File: config.mk
export PLATFORM = sky130hd
export DESIGN_NAME = lfsr_crypt_engine
export DESIGN_NICKNAME = d
export VERILOG_FILES = /design/src/rtl/crypt_pkg.sv /design/src/rtl/lfsr8_step.sv /design/src/rtl/lfsr_crypt_engine.sv
export SDC_FILE = /design/constraint.sdc
export NUM_CORES = 1
export LEC_CHECK = 0
export ABC_AREA = 1
export ABC_CLOCK_PERIOD_IN_PS = 2600
export CAP_MARGIN = 40
export CORE_ASPECT_RATIO = 1.4
export CORE_MARGIN = 5
export CORE_UTILIZATION = 25
export DETAILED_ROUTE_END_ITERATION = 12
export PLACE_DENSITY = 0.52
export SYNTH_ARGS = -nofsm -noshare
export SYNTH_HDL_FRONTEND = slang
export SYNTH_HIERARCHICAL = 1
export SYNTH_SLANG_ARGS = --single-unit
File: constraint.sdc
create_clock -name CLK -period 2.6 [get_ports CLK]
set_input_delay 0.52 -clock CLK [delete_from_list [all_inputs] [get_ports CLK]]
set_output_delay 0.52 -clock CLK [all_outputs]
set_load 0.02 [all_outputs]
File: src/rtl/crypt_pkg.sv
// -----------------------------------------------------------------------------
// crypt_pkg
// Shared definitions for the LFSR pad-and-encrypt engine:
//   - memory map and sizing constants (message, output, parameter block)
//   - FSM state encoding
//   - the padding byte and the eight legal LFSR tap patterns
//   - parity / LFSR-step / pad-decision helper functions
// -----------------------------------------------------------------------------
package crypt_pkg;

    // Memory address width of the data RAM port.
    localparam int unsigned AW = 32'd8;

    // Plaintext length, output length and memory map.
    localparam logic [7:0] MSG_LEN    = 8'd41;
    localparam logic [7:0] OUT_LEN    = 8'd64;
    localparam logic [7:0] PARAM_BASE = 8'd41;
    localparam logic [7:0] OUT_BASE   = 8'd64;

    // Index of the final output byte.
    localparam logic [6:0] LAST_IDX   = 7'(OUT_LEN - 8'd1);

    // Padding byte (ASCII space).
    localparam logic [7:0] PAD_CHAR   = 8'h20;

    // The eight legal feedback tap patterns.
    localparam logic [7:0] TAP_E1 = 8'he1;
    localparam logic [7:0] TAP_D4 = 8'hd4;
    localparam logic [7:0] TAP_C6 = 8'hc6;
    localparam logic [7:0] TAP_B8 = 8'hb8;
    localparam logic [7:0] TAP_B4 = 8'hb4;
    localparam logic [7:0] TAP_B2 = 8'hb2;
    localparam logic [7:0] TAP_FA = 8'hfa;
    localparam logic [7:0] TAP_F3 = 8'hf3;

    // Engine sequencer states.
    typedef enum logic [3:0] {
        RD_PRE   = 4'd0,
        RD_TAP   = 4'd1,
        RD_INIT  = 4'd2,
        CAP_INIT = 4'd3,
        BYTE     = 4'd4,
        RD_MSG   = 4'd5,
        WR       = 4'd6,
        WR_PAD   = 4'd7,
        DONE     = 4'd8
    } state_t;

    // Even parity (XOR reduction) of a byte.
    function automatic logic parity8(input logic [7:0] v);
        return ^v;
    endfunction

    // One LFSR step: shift left, feed back the parity of the tapped bits.
    function automatic logic [7:0] lfsr_next(input logic [7:0] cur, input logic [7:0] tap);
        return {cur[6:0], parity8(cur & tap)};
    endfunction

    // True when output byte idx is a pad byte for the given pre_length:
    // either inside the leading pad region or past the end of the message.
    function automatic logic byte_is_pad(input logic [6:0] idx, input logic [7:0] pre);
        logic [7:0] idx8;
        logic [7:0] k;
        logic       pad;
        idx8 = {1'b0, idx};
        k    = 8'h00;
        if (idx8 < pre) begin
            pad = 1'b1;
        end else begin
            k   = idx8 - pre;
            pad = (k >= MSG_LEN);
        end
        return pad;
    endfunction

endpackage

File: src/rtl/lfsr8_step.sv
// -----------------------------------------------------------------------------
// lfsr8_step
// Registered 8-bit Fibonacci-style LFSR used as the keystream generator.
// Ports:
//   CLK      - clock, rising edge
//   start    - synchronous active-high reset (register cleared to 0)
//   load     - load load_val into the register (priority over advance)
//   load_val - seed value
//   advance  - step the register by one LFSR shift
//   tap      - feedback tap pattern
//   q        - current register value
//   q_next   - value the register would take on the next advance
// -----------------------------------------------------------------------------
module lfsr8_step
    import crypt_pkg::*;
(
    input  logic       CLK,
    input  logic       start,
    input  logic       load,
    input  logic [7:0] load_val,
    input  logic       advance,
    input  logic [7:0] tap,
    output logic [7:0] q,
    output logic [7:0] q_next
);

    logic [7:0] lfsr_r;
    logic [7:0] step_s;

    // One-step look-ahead of the keystream.
    always_comb begin
        step_s = lfsr_next(lfsr_r, tap);
    end

    // Keystream register: clear on start, seed on load, step on advance.
    always_ff @(posedge CLK) begin
        if (start) begin
            lfsr_r <= 8'h00;
        end else if (load) begin
            lfsr_r <= load_val;
        end else if (advance) begin
            lfsr_r <= step_s;
        end else begin
            lfsr_r <= lfsr_r;
        end
    end

    assign q      = lfsr_r;
    assign q_next = step_s;

endmodule

File: src/rtl/lfsr_crypt_engine.sv
// -----------------------------------------------------------------------------
// lfsr_crypt_engine
// Fixed-function pad-and-encrypt engine acting as an alternate master on the
// data RAM. Reads pre_length / tap / seed from the parameter block, then writes
// OUT_LEN bytes to OUT_BASE..: leading pad bytes, message bytes, trailing pad
// bytes, each XORed with the running LFSR keystream. Raises done when finished.
//
// Ports:
//   CLK        - clock, all logic on rising edge
//   start      - synchronous active-high reset; deassertion begins a run
//   mem_addr   - RAM address
//   mem_wr_en  - RAM write strobe (write at rising edge)
//   mem_wdata  - RAM write data
//   mem_rdata  - RAM read data, valid the cycle after the address is driven
//   done       - run complete, held until start
//   cycle_cnt  - (only with CRYPT_PERF_CNT_EN) edges from run start to done,
//                saturating at 16'hFFFF
//
// Build option: define CRYPT_PERF_CNT_EN to add the cycle_cnt counter/port.
// -----------------------------------------------------------------------------
module lfsr_crypt_engine
    import crypt_pkg::*;
(
    input  logic          CLK,
    input  logic          start,
    output logic [AW-1:0] mem_addr,
    output logic          mem_wr_en,
    output logic [7:0]    mem_wdata,
    input  logic [7:0]    mem_rdata,
    output logic          done
`ifdef CRYPT_PERF_CNT_EN
    ,
    output logic [15:0]   cycle_cnt
`endif
);

    state_t     state_r;
    logic [6:0] idx_r;
    logic [7:0] pre_r;
    logic [7:0] tap_r;
    logic [7:0] wdata_r;

    logic [7:0] lfsr_s;
    logic [7:0] lfsr_nxt_s;
    logic       load_s;
    logic       advance_s;

    // Description of the next byte to issue.
    logic [6:0] nb_idx_s;
    logic [7:0] nb_lfsr_s;
    logic [7:0] nb_k_s;
    logic       nb_pad_s;
    logic       last_s;

    lfsr8_step u_lfsr (
        .CLK      (CLK),
        .start    (start),
        .load     (load_s),
        .load_val (mem_rdata),
        .advance  (advance_s),
        .tap      (tap_r),
        .q        (lfsr_s),
        .q_next   (lfsr_nxt_s)
    );

    // Keystream control: seed in CAP_INIT, step once after every write.
    always_comb begin
        load_s    = (state_r == CAP_INIT);
        advance_s = (state_r == WR) || (state_r == WR_PAD);
    end

    // Next-byte look-ahead. From BYTE the byte to issue is the current idx;
    // from a write state it is idx+1 with the already-stepped keystream, so the
    // next byte is issued on the same edge as the write with no gap cycle.
    always_comb begin
        nb_idx_s  = idx_r;
        nb_lfsr_s = lfsr_s;
        if (state_r == BYTE) begin
            nb_idx_s  = idx_r;
            nb_lfsr_s = lfsr_s;
        end else begin
            nb_idx_s  = idx_r + 7'd1;
            nb_lfsr_s = lfsr_nxt_s;
        end
        nb_pad_s = byte_is_pad(nb_idx_s, pre_r);
        nb_k_s   = {1'b0, nb_idx_s} - pre_r;
        last_s   = (idx_r == LAST_IDX);
    end

    // Message bytes only arrive from the RAM during WR itself, so their cipher
    // byte is formed directly from mem_rdata; pad bytes come from a register.
    always_comb begin
        if (state_r == WR) begin
            mem_wdata = mem_rdata ^ lfsr_s;
        end else begin
            mem_wdata = wdata_r;
        end
    end

    // Main sequencer with registered bus outputs.
    always_ff @(posedge CLK) begin
        if (start) begin
            state_r   <= RD_PRE;
            mem_addr  <= PARAM_BASE;
            mem_wr_en <= 1'b0;
            wdata_r   <= 8'h00;
            done      <= 1'b0;
            idx_r     <= 7'd0;
            tap_r     <= 8'h00;
            pre_r     <= 8'h00;
        end else begin
            case (state_r)
                RD_PRE: begin
                    mem_addr <= PARAM_BASE + 8'd1;
                    state_r  <= RD_TAP;
                end
                RD_TAP: begin
                    pre_r    <= mem_rdata;
                    mem_addr <= PARAM_BASE + 8'd2;
                    state_r  <= RD_INIT;
                end
                RD_INIT: begin
                    tap_r   <= mem_rdata;
                    state_r <= CAP_INIT;
                end
                CAP_INIT: begin
                    // Seed is loaded into u_lfsr by load_s on this edge.
                    idx_r   <= 7'd0;
                    state_r <= BYTE;
                end
                BYTE, WR, WR_PAD: begin
                    if ((state_r != BYTE) && last_s) begin
                        idx_r     <= idx_r + 7'd1;
                        mem_wr_en <= 1'b0;
                        done      <= 1'b1;
                        state_r   <= DONE;
                    end else begin
                        idx_r <= nb_idx_s;
                        if (nb_pad_s) begin
                            mem_addr  <= OUT_BASE + {1'b0, nb_idx_s};
                            mem_wr_en <= 1'b1;
                            wdata_r   <= PAD_CHAR ^ nb_lfsr_s;
                            state_r   <= WR_PAD;
                        end else begin
                            mem_addr  <= nb_k_s;
                            mem_wr_en <= 1'b0;
                            state_r   <= RD_MSG;
                        end
                    end
                end
                RD_MSG: begin
                    mem_addr  <= OUT_BASE + {1'b0, idx_r};
                    mem_wr_en <= 1'b1;
                    state_r   <= WR;
                end
                DONE: begin
                    mem_wr_en <= 1'b0;
                    done      <= 1'b1;
                    state_r   <= DONE;
                end
                default: begin
                    state_r   <= RD_PRE;
                    mem_addr  <= PARAM_BASE;
                    mem_wr_en <= 1'b0;
                    done      <= 1'b0;
                end
            endcase
        end
    end

`ifdef CRYPT_PERF_CNT_EN
    logic [15:0] cycle_cnt_r;

    // Run-length counter: counts edges until done, freezes after, saturates.
    always_ff @(posedge CLK) begin
        if (start) begin
            cycle_cnt_r <= 16'h0000;
        end else if (!done && (cycle_cnt_r != 16'hFFFF)) begin
            cycle_cnt_r <= cycle_cnt_r + 16'h0001;
        end else begin
            cycle_cnt_r <= cycle_cnt_r;
        end
    end

    assign cycle_cnt = cycle_cnt_r;
`endif

endmodule
==> impl_metrics.toml <==
[run_status]
status = "finished clean"

[yosys]
synth_top_cell_area_share = 0.324
synthCells = 485
ys_warn_count = 6
synthTopCellsByArea = "dfxtp_1, nand2_1, inv_1, a21oi_1, nand3_1"
mappedNetlistArea_sq_mm = 0.00328
synth_area_leader_cell = "dfxtp_1"
syn_area_per_cell_sq_um = 6.76
ys_ff_latch = 53
yosysUniqueCellTypes = 40
synth_flop_cell = "dfxtp_1"
synth-edff-count = 0
synth-async-reset-ratio = 0
synth-seq-area-share = 0.324
synth.net_count = 504

[cells_and_area]
drive_gt1_frac = 0.310
area_delta_synth_final_pct = 39.0
layout.nets = 580
antenna_cells = 0
final_cell_area_sq_mm = 0.00456
final_cells = 715

[die]
die_w_um = 107
rows = 49
start_util = 0.255
die_h_um = 145
io_pins = 28
core-area_sq_mm = 0.0129
design.die.area_sq_mm = 0.0155

[critical_path]
worst_setup_path_start_kind = "register"
cp_common_cell = "nand2_2"
crit_end = "mem_addr[4]"
r2r_setup_slack_ns = 0.01
worstSetupPathType = "reg2reg"
r2r_start = "state_r[2]"
r2r-end = "mem_addr[4]"
crit_chain = "inv_2 -> nor2_4 -> nand2_4 -> xor2_2 -> ha_2 -> inv_2 -> fa_2 -> nor2_1 -> nand2_2 -> nand3_2 -> nand2_2 -> nand2_2 -> nand3_4 -> buf_6 -> nand2_2 -> nand3_2 -> nand2_1 -> nand2_1 -> a21oi_2"
slowest_stage = "fa_2"
crit_start = "state_r[2]"
crit_arrival_ns = 2.83
critPathMaxFanout = 8
required_ns = 2.83
end_kind = "register"
reg2reg_depth = 19
critPathMaxStageDelay_ns = 0.43

[pwr]
ir_worst_vdd_uv = 375
powerDensity_mw_per_mm2 = 638
power.leakage_nw = 2.02

[clock_network]
clk_pin_slew_ns = 0.07
cts_root_buffer = "clkbuf_16"
ctsLongestPathBuffers = 2
cts_sinks = 53
numCtsBuffers = 5
cts_tree = "built"
cts_max_level = 2
clkLatencyLatePin_ns = 0.29
postCtsHoldBufs = 0

[placed_design]
post-place-cells = 693
place_hpwl_mm = 7.04
placed_area_sq_mm = 0.00402
io_buffers = 27
detailedPlace.worstSlack_ns = -0.126
gp_congestion = 0.786

[drt]
via_per_inst = 4.62
wl_per_cell_um = 13.6
drt_wl_total_mm = 9.74
antenna_left = 0
initialDrtViolationCount = 113
drc = 0
dr.pass1.iters = 4
vias = 3302

[grt]
grt_usage = 0.127
antenna_found_initial = 0
grt_pass1_wl_mm = 16.1
grt_max_degree = 30
grt_pass1_vias = 3390
overflow = 0

[timing]
worstMarginPinSlew_ns = 0.518
fin_skew_ns = 0.00777
relSlewSlack = 0.653
rsz0062_at_grt = "yes"
fin_ws_ns = 0.00990
hold_viol_final = 0
min_period_ns = 2.59
fmax_mhz = 386
final-setup-viol-count = 0
drv_slew = 0
finalCritPeriodShare = 0.996

[hold_path]
hold_path_startpoint = "done"
hp-class = "reg2reg"

[run]
maxCapViolCount = 0
[metrics by stage]
stage	setup TNS, ns	total power [W]	hold WS (ns)	utilization
2_1_floorplan	-0.233	0.00161	0.430	-
6_report	0	0.00290	0.450	0.354
3_5_place_dp	-1.24	0.00198	0.447	0.312
5_1_grt	-1.83	0.00309	0.491	0.354
4_1_cts	0	0.00280	0.458	0.337
3_3_place_gp	-0.395	0.00196	0.443	0.312
[cells in the mapped netlist, types with 2 or more instances]
master,n
clkbuf_1,5
nor2_2,7
dfxtp_1,53
xnor2_1,2
a21oi_1,34
nand4_1,5
nand3_1,34
xor2_1,12
inv_2,12
nand2_1,134
nor2_4,3
a31oi_1,9
buf_6,2
nor3_4,2
inv_1,49
nor2_1,38
buf_4,7
nand3b_1,2
ha_1,8
o21ai_0,23
o21ai_1,8
nand2_2,9
nand2_4,2
buf_2,4
mux2_2,6
[cells by family (layout without fill, tap and decap cells)]
family / after synthesis / count (layout) / synth area share
buffers and inverters: 80 / 157 / 0.107
muxes: 6 / 6 / 0.0206
and+or+nand+nor: 244 / 244 / 0.347
DFF: 53 / 53 / 0.324
xor gates and xnor gates: 14 / 14 / 0.0374
AOI/OAI and AO/OA: 79 / 79 / 0.128
adders and majority gates: 9 / 9 / 0.0367
[layout make-up]
cell class                 instances  area (sq um)
clock buffer                       7           143
clock inverter                     1          30.0
fill                            1388          8320
inverter                          62           240
multi-input combinational        352          2150
sequential                        53          1070
tap                              153           191
timing repair buffer              87           732
[worst min-delay path by stage]
stage / end / slack, ns / cells past startpoint
floorplan: pre_r[7] / 0.43 / 2
global placement: done / 0.44 / 2
detailed placement: done / 0.45 / 2
CTS: done / 0.46 / 2
global route: done / 0.49 / 2
finish: done / 0.45 / 2
[layer usage]
layer	up-vias	track usage	wire, um
li1	1692	-	-
met1	1536	0.140	4000
met2	56	0.235	5220
met3	18	0.0195	239
met4	0	0.0544	284
met5	-	0	0
[sequential cells by signal, summed over array words and instances (netlist names)]
name	flops
wdata_r	8
done	1
idx_r	7
tap_r	8
mem_wr_en	1
mem_addr	8
pre_r	8
u_lfsr/q	8
state_r	4
[worst max-delay path, delay by kind of cell, from the launching register on]
family	cells	cell delay, ns
simple gates	12	1.04
buf+inv	3	0.27
compound gates	1	0.11
fa+ha+maj	2	0.62
xor+xnor	1	0.17
flops	1	0.33
[placed cells by master, fill, tap and decap left out, types with 4 or more instances in the layout]
cell type and count:
a21oi_1 29, a21oi_2 6, a31oi_1 9, buf_4 55, clkbuf_16 5, clkdlybuf4s50_1 19, dfxtp_1 50, dlygate4sd2_1 8
ha_4 6, inv_1 46, inv_2 14, mux2_2 6, nand2_1 114, nand2_2 27, nand2_4 4, nand3_1 28
nand3_2 6, nand4_1 5, nor2_1 33, nor2_2 7, nor2_4 8, o21ai_0 19, o21ai_1 9, xor2_1 7
xor2_2 5
[where the power goes]
| part | internal, W | leakage, nW | switching (W) |
|---|---|---|---|
| registers | 0.000909 | 0.434 | 0.0000635 |
| clock network | 0.000482 | 0.0841 | 0.000304 |
| logic | 0.000473 | 1.50 | 0.000674 |
| total | 0.00186 | 2.02 | 0.00104 |
[timing repair]
action / 4_1_cts / 5_1_grt
cloned: 1 / 0
setup endpoints to repair: 26 / 24
pin swaps: 9 / 18
gates resized for setup: 30 / 46
setup buffers: 7 / 6
Note: power is estimated with default switching activity, not from simulation.
